File: src/rtl/act_mem_ext_write_port_pkg.sv
// Shared activation-memory parameters, loader FSM states and the byte-address to
// bank/row mapping used by both the external write port and the activation read path.
package act_mem_ext_write_port_pkg;

    localparam int unsigned DATA_W     = 32;
    localparam int unsigned ADDR_W     = 14;
    localparam int unsigned ROW_ADDR_W = 11;
    localparam int unsigned N_BANKS    = 2;
    localparam int unsigned BUF_BYTES  = 8192;

    localparam int unsigned BANK_W   = (N_BANKS > 1) ? $clog2(N_BANKS) : 1;
    localparam int unsigned BUF_ROWS = BUF_BYTES / 4;

    typedef enum logic [1:0] {WP_IDLE, WP_RUN, WP_DONE} wp_state_t;

    typedef struct packed {
        logic [BANK_W-1:0]     bank;
        logic [ROW_ADDR_W-1:0] row;
    } act_row_t;

    // One 32-bit word per SRAM row; macros are stacked in depth above ROW_ADDR_W.
    function automatic act_row_t act_row_map(input logic [ADDR_W-1:0] abs_addr);
        logic [ADDR_W-3:0] word;
        act_row_t          m;
        word   = abs_addr[ADDR_W-1:2];
        m.bank = word[ROW_ADDR_W +: BANK_W];
        m.row  = word[ROW_ADDR_W-1:0];
        return m;
    endfunction

endpackage

File: src/rtl/act_mem_ext_write_port.sv
// Streams 32-bit external words into one half of the double-buffered activation SRAM,
// one row per beat, with a registered SRAM write interface (latency 1).
module act_mem_ext_write_port
    import act_mem_ext_write_port_pkg::*;
(
    input  logic                  clk_i,
    input  logic                  rst_ni,
    input  logic                  cfg_start_i,
    input  logic [ADDR_W-2:0]     cfg_base_i,
    input  logic [ADDR_W-3:0]     cfg_len_i,
    input  logic                  cfg_buf_i,
    input  logic [DATA_W-1:0]     data_i,
    input  logic                  valid_i,
    output logic                  ready_o,
    output logic [N_BANKS-1:0]    sram_cs_o,
    output logic                  sram_we_o,
    output logic [ROW_ADDR_W-1:0] sram_addr_o,
    output logic [3:0]            sram_be_o,
    output logic [DATA_W-1:0]     sram_wdata_o,
    output logic                  busy_o,
    output logic                  done_o,
    output logic                  err_o
);

    wp_state_t             state_q;
    logic [ADDR_W-1:0]     abs_addr_q;
    logic [ADDR_W-3:0]     remaining_q;
    logic                  ready_q, busy_q, done_q, err_q, we_q;
    logic [N_BANKS-1:0]    cs_q;
    logic [ROW_ADDR_W-1:0] addr_q;
    logic [3:0]            be_q;
    logic [DATA_W-1:0]     wdata_q;

    logic                  bad_base, overrun, accept;
    logic [ADDR_W-2:0]     end_row;
    act_row_t              map;

    // Pre-check keeps every beat inside the selected buffer half.
    always_comb begin
        bad_base = |cfg_base_i[1:0];
        end_row  = (ADDR_W-1)'(cfg_base_i >> 2) + (ADDR_W-1)'(cfg_len_i);
        overrun  = end_row > (ADDR_W-1)'(BUF_ROWS);
        accept   = valid_i && ready_q;
        map      = act_row_map(abs_addr_q);
    end

    always_ff @(posedge clk_i or negedge rst_ni) begin
        if (!rst_ni) begin
            state_q     <= WP_IDLE;
            abs_addr_q  <= '0;
            remaining_q <= '0;
            ready_q     <= 1'b0;
            busy_q      <= 1'b0;
            done_q      <= 1'b0;
            err_q       <= 1'b0;
            we_q        <= 1'b0;
            cs_q        <= '0;
            addr_q      <= '0;
            be_q        <= '0;
            wdata_q     <= '0;
        end else begin
            cs_q   <= '0;
            we_q   <= 1'b0;
            be_q   <= '0;
            done_q <= 1'b0;
            unique case (state_q)
                WP_IDLE: begin
                    if (cfg_start_i) begin
                        abs_addr_q  <= {cfg_buf_i, cfg_base_i};
                        remaining_q <= cfg_len_i;
                        err_q       <= bad_base || overrun;
                        busy_q      <= 1'b1;
                        if (cfg_len_i == '0 || bad_base || overrun) begin
                            state_q <= WP_DONE;
                            done_q  <= 1'b1;
                        end else begin
                            state_q <= WP_RUN;
                            ready_q <= 1'b1;
                        end
                    end
                end
                WP_RUN: begin
                    if (accept) begin
                        cs_q        <= N_BANKS'(1) << map.bank;
                        we_q        <= 1'b1;
                        addr_q      <= map.row;
                        be_q        <= 4'hF;
                        wdata_q     <= data_i;
                        abs_addr_q  <= abs_addr_q + ADDR_W'(4);
                        remaining_q <= remaining_q - (ADDR_W-2)'(1);
                        if (remaining_q == (ADDR_W-2)'(1)) begin
                            state_q <= WP_DONE;
                            ready_q <= 1'b0;
                            done_q  <= 1'b1;
                        end
                    end
                end
                WP_DONE: begin
                    state_q <= WP_IDLE;
                    busy_q  <= 1'b0;
                end
                default: begin
                    state_q <= WP_IDLE;
                    ready_q <= 1'b0;
                    busy_q  <= 1'b0;
                end
            endcase
        end
    end

    assign ready_o      = ready_q;
    assign busy_o       = busy_q;
    assign done_o       = done_q;
    assign err_o        = err_q;
    assign sram_cs_o    = cs_q;
    assign sram_we_o    = we_q;
    assign sram_addr_o  = addr_q;
    assign sram_be_o    = be_q;
    assign sram_wdata_o = wdata_q;

endmodule
File: config.mk
export PLATFORM = sky130hd
export DESIGN_NAME = act_mem_ext_write_port
export DESIGN_NICKNAME = d
export VERILOG_FILES = /design/src/rtl/act_mem_ext_write_port_pkg.sv /design/src/rtl/act_mem_ext_write_port.sv
export SDC_FILE = /design/constraint.sdc
export NUM_CORES = 1
export LEC_CHECK = 0
export BUFFER_PORTS_ARGS = -buffer_cell sky130_fd_sc_hd__buf_4
export CAP_MARGIN = 0
export CORE_MARGIN = 2
export CORE_UTILIZATION = 49
export CTS_BUF_LIST = sky130_fd_sc_hd__clkbuf_8
export DETAILED_ROUTE_END_ITERATION = 10
export PLACE_DENSITY = 0.86
export SLEW_MARGIN = 30
export SYNTH_ARGS = -nofsm -noshare
export SYNTH_HDL_FRONTEND = slang
export SYNTH_SLANG_ARGS = --single-unit
File: constraint.sdc
create_clock -name clk_i -period 1.95 [get_ports clk_i]
set_clock_uncertainty 0.15 [all_clocks]
set_input_delay 0.585 -clock clk_i [delete_from_list [all_inputs] [get_ports clk_i]]
set_output_delay 0.585 -clock clk_i [all_outputs]
set_load 0.005 [all_outputs]
==> run metrics, run 1 <==
run status=finished, violations left; failing checks=negative setup slack; CP required=2070 ps; Die Wd=95.8 µm; largest stage delay on the critical path=420 ps; Placed Area=5490 µm²; vias in the first global route=4,021; initial antenna violation count=0; Crit Path Max Fanout=4; Yosys reg bits=76; Worst-Skew Late Latency=350 ps; CP Buf/Inv Count=1; routed vias=4,282; CTS tree=yes; vias per inst=5.54; DR iter-0 viols=350; Max stage delay cell, worst path=or3b_1; Final nets=740; Filler Cells Inserted=633; Congestion Overflow GR=0; ANT nets after route=0; worst setup margin=-692 ps; Reg area=1900 µm²; Max Fclk=378 MHz; die area=9180 µm²; hold buffer count at CTS=0; Initial DRT Pass Iterations=5; GPL Wtd Cong=0.912; area grow syn2layout=39.1%; core box area=8180 µm²; register area share after synthesis=46.0%; cells along the critical path=buf_8 -> ha_4 -> fa_2 -> xor2_2 -> a2111oi_4 -> o211ai_1 -> nor4_2 -> nand4_1 -> or3b_1 -> o211ai_1; Reg2Reg Depth=6; die height=95.8 µm; syn nets=583; Worst path most repeated cell=o211ai_1; drt total wl=11,700 µm; commonest non-fill, non-tap cell in the layout=buf_4; drt drc=0; Crit Path Category=input pin to flop; IR drop worst, VDD=0.511 mV; Final Power=6.25 mW; post-DP HPWL=8620 µm; Worst setup EP type=flop; htree depth=3; PortBufs=115; RSZ-0062 raised after global routing=true; reg2reg end=remaining_q[10]; Top FF cell, synth=dfrtp_1; Root Driver=clkbuf_8; non-filler cells, final=773; first-pass GRT wire length=18,400 µm; cts bufs inserted=9; Tcrit/Tclk final=135%; Syn Inst Count=506; r2r setup slk=130 ps; Max Slew Vio Count=0; ys async rst share=100%; synth warn=0; pwr/cell area=1090 nW/µm²; final setup violation count=5; share of cells above drive strength 1=30.4%; Diodes inserted=0; Tightest Pin Transition=468 ps; Worst-path clk slew=80 ps; Rel. slew slack=68.8%; cell area after layout=5750 µm²; max cap viols=0; setup_tns=-3180 ps; mapped cell area=4130 µm²; most frequent cells in the layout=buf_4 (164), nand2_1 (160), dfrtp_1 (75), a21oi_1 (41), nor2_1 (36); delay-heaviest family, CP=simple AND/OR/NAND/NOR gates; worst r2r src=remaining_q[8]; crit start category=input pin; row count=33; Starting Density=50.5%; crit path DAT=2760 ps; Syn Area/Cell=8.16 µm²; pin count of the biggest net entering global routing=77; P_leak=2.89 nW; final hold violation count=0; area of the multi-input gates=2120 µm²; Global Route Usage Sum=25.9%; Avg WL per Cell=15.2 µm; dpl cells=756; minimum clock period=2640 ps; post-synth cell types=47; Hold Crit Class=input pin to async pin; # IOs=116; clock tree buffer depth=2; Post-synth EDFFs=0; Clock Sinks=76
-- area by class of cell --
class / instances / share of cell area, %
clock buffers: 9 / 2.16
repair buffers: 171 / 23.5
clock inverters: 7 / 1.59
flip-flops and latches: 76 / 33.1
inverters: 7 / 0.457
multi-input cells: 398 / 36.9
well taps: 105 / 2.29
-- per-layer routing --
metal	GRT usage, %	wire length [µm]	vias up
met5	0	0	-
met2	44.7	5810	192
met1	31.9	4870	2014
met3	3.60	757	25
li1	-	-	2051
met4	12.3	292	0
-- sequential cells by signal (all words and copies together) (netlist names) --
signal and flops:
abs_addr_q 12, busy_o 1, done_o 1, err_o 1, ready_o 1, remaining_q 12
sram_addr_o 11, sram_be_o 1, sram_cs_o 2, sram_wdata_o 32, state_q 2
-- synthesized netlist by cell type, drive strengths merged, types with 2 or more instances --
cell      n  share of area [%]
a211oi    5                1.2
a21o      2               0.36
a21oi    42                5.1
a22oi     3               0.55
a31oi     5               0.76
and2      2               0.30
and3      7                1.1
buf      10                1.6
clkbuf   14                1.5
dfrtp    76                 46
ha       14                4.2
inv       7               0.64
nand2   160                 15
nand2b    5               0.76
nand3    19                2.3
nand3b    3               0.55
nand4     2               0.30
nor2     37                3.4
nor3     18                2.2
nor3b     2               0.36
nor4      4               0.76
o211ai    4               0.73
o21ai    33                4.0
o22ai     7                1.1
o31ai     4               0.73
or3       2               0.30
xor2      6                1.3
-- where the power goes --
part | internal (mW) | total, mW | leakage (nW) | switching (mW)
clock network | 0.718 | 1.31 | 0.115 | 0.588
logic | 1.14 | 2.24 | 1.83 | 1.10
registers | 2.19 | 2.70 | 0.949 | 0.503
total | 4.06 | 6.25 | 2.89 | 2.19
-- kinds of logic after synthesis --
kind of cell	count (synthesis)	synth area share, %
AND/OR/NAND/NOR	264	27.4
AO/OA/AOI/OAI	112	16.3
flip-flops	76	46.0
buffers and inverters	32	4.00
adder cells (fa/ha/maj)	15	4.72
XOR/XNOR	6	1.27
multiplexers	1	0.273
-- stage by stage --
step | util [%] | setup slack, ps | hold slack, ps
6_report | 70.3 | -692 | 92.8
4_1_cts | 70.0 | -664 | 101
2_1_floorplan | - | -752 | 139
3_5_place_dp | 67.1 | -1060 | 314
5_1_grt | 70.3 | -868 | 123
3_3_place_gp | 67.1 | -1040 | 308
-- how the worst max path moves through the flow --
stage          cells after the start     startpoint  slack, ps    endpoint
6_report                          10  cfg_base_i[2]       -690  state_q[0]
5_1_grt                           10  cfg_base_i[2]       -870  state_q[0]
4_1_cts                           10  cfg_base_i[2]       -660  state_q[0]
3_5_place_dp                      10  cfg_base_i[2]      -1060  state_q[0]
3_3_place_gp                      10  cfg_base_i[2]      -1040  state_q[0]
2_1_floorplan                      9  cfg_base_i[2]       -750  state_q[0]
-- repair_timing --
action | in CTS | in global routing
setup buffers | 1 | 0
endpoints found under the setup margin | 5 | 9
pin swaps | 7 | 4
resized for setup | 4 | 5
No activity file was read; power rests on OpenSTA's default activity.
==> run 2, diff against run 1 <==
--- a/config.mk
+++ b/config.mk
@@ -12,6 +12,7 @@
 export CTS_BUF_LIST = sky130_fd_sc_hd__clkbuf_8
 export DETAILED_ROUTE_END_ITERATION = 10
 export PLACE_DENSITY = 0.86
+export REMOVE_ABC_BUFFERS = 1
 export SLEW_MARGIN = 30
 export SYNTH_ARGS = -nofsm -noshare
 export SYNTH_HDL_FRONTEND = slang
==> run metrics, run 2 (same netlist as run 1, synthesis figures left out) <==
crit path DAT=2720 ps; worst r2r src=remaining_q[8]; Clock Sinks=76; Met3 Wirelength=984 µm; Die Wd=95.8 µm; Clk network pwr share=23.7%; Worst path most repeated cell=o31ai_4; post-DP HPWL=8460 µm; cell area after layout=5760 µm²; P_leak=2.88 nW; CP required=2030 ps; Placed Area=5360 µm²; initial antenna violation count=0; vias per inst=5.53; hold buffer count at CTS=0; cts bufs inserted=9; Largest register FFs=32; first-pass GRT wire length=18,200 µm; row count=33; Root Driver=clkbuf_8; GPL Wtd Cong=0.928; met2 wire length=5360 µm; Avg WL per Cell=14.9 µm; Switch Pwr=2.16 mW; minimum clock period=2640 ps; core box area=8180 µm²; Crit Path Max Fanout=4; Worst-path clk slew=90 ps; max cap viols=0; Comb pwr share=34.0%; routed vias=4,255; Diodes inserted=0; IR drop worst, VDD=0.529 mV; Max stage delay cell, worst path=fa_2; htree depth=3; pwr/cell area=1110 nW/µm²; Global Route Usage Sum=25.5%; die area=9180 µm²; Initial DRT Pass Iterations=5; Reg area=1900 µm²; most frequent cells in the layout=buf_4 (164), nand2_1 (160), dfrtp_1 (75), a21oi_1 (41), nor2_1 (37); Hold Crit Class=input pin to async pin; WL met1=4840 µm; RSZ-0062 raised after global routing=true; Final nets=736; PortBufs=115; Rel. slew slack=68.3%; area grow syn2layout=39.5%; clock tree buffer depth=2; vias in the first global route=3,895; crit start category=input pin; Tcrit/Tclk final=135%; # IOs=116; Congestion Overflow GR=0; Filler Cells Inserted=632; CTS tree=yes; Final Hold Slack=91.6 ps; commonest non-fill, non-tap cell in the layout=buf_4; Max Fclk=379 MHz; pin count of the biggest net entering global routing=77; drt drc=0; failing checks=negative setup slack; DR iter-0 viols=402; Switching Share=33.8%; share of cells above drive strength 1=30.6%; area of the multi-input gates=2170 µm²; final hold violation count=0; Starting Density=50.5%; Worst-Skew Late Latency=350 ps; largest stage delay on the critical path=390 ps; worst setup margin=-689 ps; cells along the critical path=buf_6 -> ha_4 -> fa_2 -> a211oi_4 -> o31ai_4 -> xor2_1 -> nor4_2 -> nand4_1 -> buf_4 -> o31ai_4 -> nand2_1; run status=finished, violations left; Crit. Startpoint=cfg_len_i[0]; drt total wl=11,400 µm; internal power=4.24 mW; Tightest Pin Transition=475 ps; Worst setup EP type=flop; Max Slew Vio Count=0; ANT nets after route=0; power share of the sequential group=42.2%; Crit Path Category=input pin to flop; highest metal used=met4; final setup violation count=5; die height=95.8 µm
## run 2: path summary, 6_finish.rpt
kind                                     to  slack, ps  cells past startpoint
hold / removal               remaining_q[6]         90                      2
hold reg to reg              sram_addr_o[4]        330                      2
setup / recovery                 state_q[1]       -690                     11
setup reg to reg                    ready_o         50                      6
max in group asynchronous     abs_addr_q[5]       1230                      2
min in group clk_i         sram_wdata_o[27]        270                      3
## run 2: routing by layer
metal  up-vias  global-route usage, %
li1       2044                      -
met1      1978                   32.4
met2       207                   43.0
met3        26                   5.32
met4         0                   9.64
met5         -                      0
## run 2: worst max-delay path: cells and delay by family
family | cells | cell delay, ps
AO/OA/AOI/OAI | 3 | 650
adder cells (fa/ha/maj) | 2 | 540
AND/OR/NAND/NOR | 3 | 500
buffers and inverters | 2 | 280
XOR/XNOR | 1 | 170
## run 2: power groups by stage
stage / Clock, mW / Combinational (mW) / Sequential [mW]
floorplan: 0 / 0.989 / 2.64
finish: 1.52 / 2.18 / 2.70
detailed placement: 0 / 2.12 / 2.71
global route: 1.60 / 2.44 / 2.79
CTS: 1.53 / 2.15 / 2.68
global placement: 0 / 2.05 / 2.67
## run 2: final cells by class
| class | count | area share, % |
|---|---|---|
| clock buffers | 11 | 2.63 |
| clock inverters | 5 | 1.87 |
| inverters | 7 | 0.456 |
| multi-input cells | 398 | 37.7 |
| flip-flops and latches | 76 | 33.0 |
| well taps | 105 | 2.28 |
| repair buffers | 167 | 22.1 |
## run 2: stage by stage
step / total power, mW / utilization (%) / cells / TNS, ps / worst slack [ps]
5_1_grt: 6.83 / 70.5 / 769 / -3950 / -828
3_3_place_gp: 4.73 / 65.5 / 748 / -5520 / -1170
6_report: 6.40 / 70.5 / 769 / -3260 / -689
4_1_cts: 6.36 / 69.2 / 766 / -3430 / -713
3_5_place_dp: 4.83 / 65.5 / 748 / -6050 / -1270
2_1_floorplan: 3.63 / - / 481 / -128220 / -2280
## run 2: what timing repair did
action                                  in CTS  in global routing
pin swaps                                   13                  9
resized for setup                            6                 13
endpoints found under the setup margin       5                  7
setup buffers                                2                  3
==> run 3, diff against run 2 <==
--- a/config.mk
+++ b/config.mk
@@ -8,10 +8,10 @@
 export BUFFER_PORTS_ARGS = -buffer_cell sky130_fd_sc_hd__buf_4
 export CAP_MARGIN = 0
 export CORE_MARGIN = 2
-export CORE_UTILIZATION = 49
+export CORE_UTILIZATION = 45
 export CTS_BUF_LIST = sky130_fd_sc_hd__clkbuf_8
 export DETAILED_ROUTE_END_ITERATION = 10
-export PLACE_DENSITY = 0.86
+export PLACE_DENSITY = 0.8
 export REMOVE_ABC_BUFFERS = 1
 export SLEW_MARGIN = 30
 export SYNTH_ARGS = -nofsm -noshare
==> run metrics, run 3 (same netlist as run 1, synthesis figures left out) <==
drt total wl=11,900 µm; Starting Density=46.9%; Clock Sinks=76; Initial DRT Pass Iterations=5; failing checks=negative setup slack; GPL Wtd Cong=0.880; crit path DAT=2810 ps; crit start category=input pin; Worst-path clk slew=80 ps; cts bufs inserted=9; Root Driver=clkbuf_8; Max Fclk=371 MHz; first-pass GRT wire length=19,400 µm; Hold Crit Class=input pin to async pin; Largest register FFs=32; cell area after layout=5780 µm²; clock tree buffer depth=2; Tightest Pin Transition=469 ps; CTS tree=yes; die area=9960 µm²; core box area=8810 µm²; max cap viols=0; Placed Area=5440 µm²; hold buffer count at CTS=0; routed vias=4,253; commonest non-fill, non-tap cell in the layout=buf_4; vias in the first global route=4,140; Tcrit/Tclk final=138%; pin count of the biggest net entering global routing=46; row count=34; pwr/cell area=1070 nW/µm²; P_leak=2.87 nW; Crit Path Category=input pin to flop; Global Route Usage Sum=24.3%; initial antenna violation count=0; run status=finished, violations left; PortBufs=115; IR drop worst, VDD=0.487 mV; htree depth=3; ANT nets after route=0; Final Util=65.6%; Congestion Overflow GR=0; RSZ-0062 raised after global routing=true; Avg WL per Cell=15.4 µm; area grow syn2layout=39.8%; Crit Path Max Fanout=4; most frequent cells in the layout=buf_4 (161), nand2_1 (160), dfrtp_1 (76), a21oi_1 (40), nor2_1 (37); Final nets=738; final hold violation count=0; Diodes inserted=0; CP required=2070 ps; worst setup margin=-742 ps; Rel. slew slack=68.7%; Max Slew Vio Count=0; DR iter-0 viols=342; Die Wd=99.8 µm; final setup violation count=5; die height=99.8 µm; Worst-Skew Late Latency=350 ps; share of cells above drive strength 1=30.6%; minimum clock period=2690 ps; Worst setup EP type=flop; # IOs=116; drt drc=0; vias per inst=5.49; post-DP HPWL=8910 µm
-- run 3: layout make-up --
type	instances	area, µm²
fillers	728	3030
well taps	108	135
clock buffers	10	138
flip-flops and latches	76	1900
clock inverters	6	70.1
multi-input cells	398	2160
repair buffers	169	1350
inverters	7	26.3
-- run 3: layer usage --
metal | routed length [µm] | global-route usage (%) | vias to the layer above
met1 | 5240 | 31.7 | 1990
li1 | - | - | 2044
met3 | 815 | 4.87 | 35
met2 | 5540 | 39.6 | 184
met4 | 344 | 10.2 | 0
met5 | 0 | 0 | -
-- run 3: final timing paths --
| kind | end | slack, ps | depth (start not counted) | startpoint |
|---|---|---|---|---|
| max reg2reg | ready_o | 90 | 6 | remaining_q[8] |
| max in group asynchronous | abs_addr_q[7] | 1140 | 2 | rst_ni |
| min in group clk_i | sram_wdata_o[1] | 260 | 3 | data_i[1] |
| max | state_q[0] | -740 | 10 | cfg_len_i[0] |
| min reg2reg | sram_addr_o[9] | 330 | 2 | sram_addr_o[9] |
| min | sram_wdata_o[25] | 30 | 1 | rst_ni |
-- run 3: critical path, stage by stage --
cell and delay, ps:
buf_8 100, ha_4 160, fa_2 410, nand4bb_1 260, a21oi_2 190, a211oi_1 80
nor4_2 260, nand4_1 220, or3b_1 450, o211ai_1 100
-- run 3: timing repair --
item                       4_1_cts  5_1_grt
gates cloned                     0        0
pin swaps                       16        7
setup endpoints to repair        5       33
hold endpoints to repair         0        0
setup buffers                    0        3
resized for setup               14        6
-- run 3: through the flow --
stage / setup slack (ps) / setup TNS (ps) / cells / power (mW) / hold WS [ps]
after global routing: -786 / -3760 / 774 / 6.59 / 58.4
after floorplan: -2280 / -128220 / 481 / 3.63 / 139
final: -742 / -3400 / 774 / 6.17 / 30.8
after CTS: -660 / -3020 / 771 / 6.18 / 35.7
after detailed placement: -1300 / -6100 / 755 / 4.89 / 313
after global placement: -1180 / -5560 / 755 / 4.78 / 309
-- run 3: where the power goes --
| group | switching [mW] | internal, mW |
|---|---|---|
| Clock | 0.617 | 0.634 |
| Combinational | 1.10 | 1.15 |
| Sequential | 0.484 | 2.19 |
| Total | 2.20 | 3.98 |
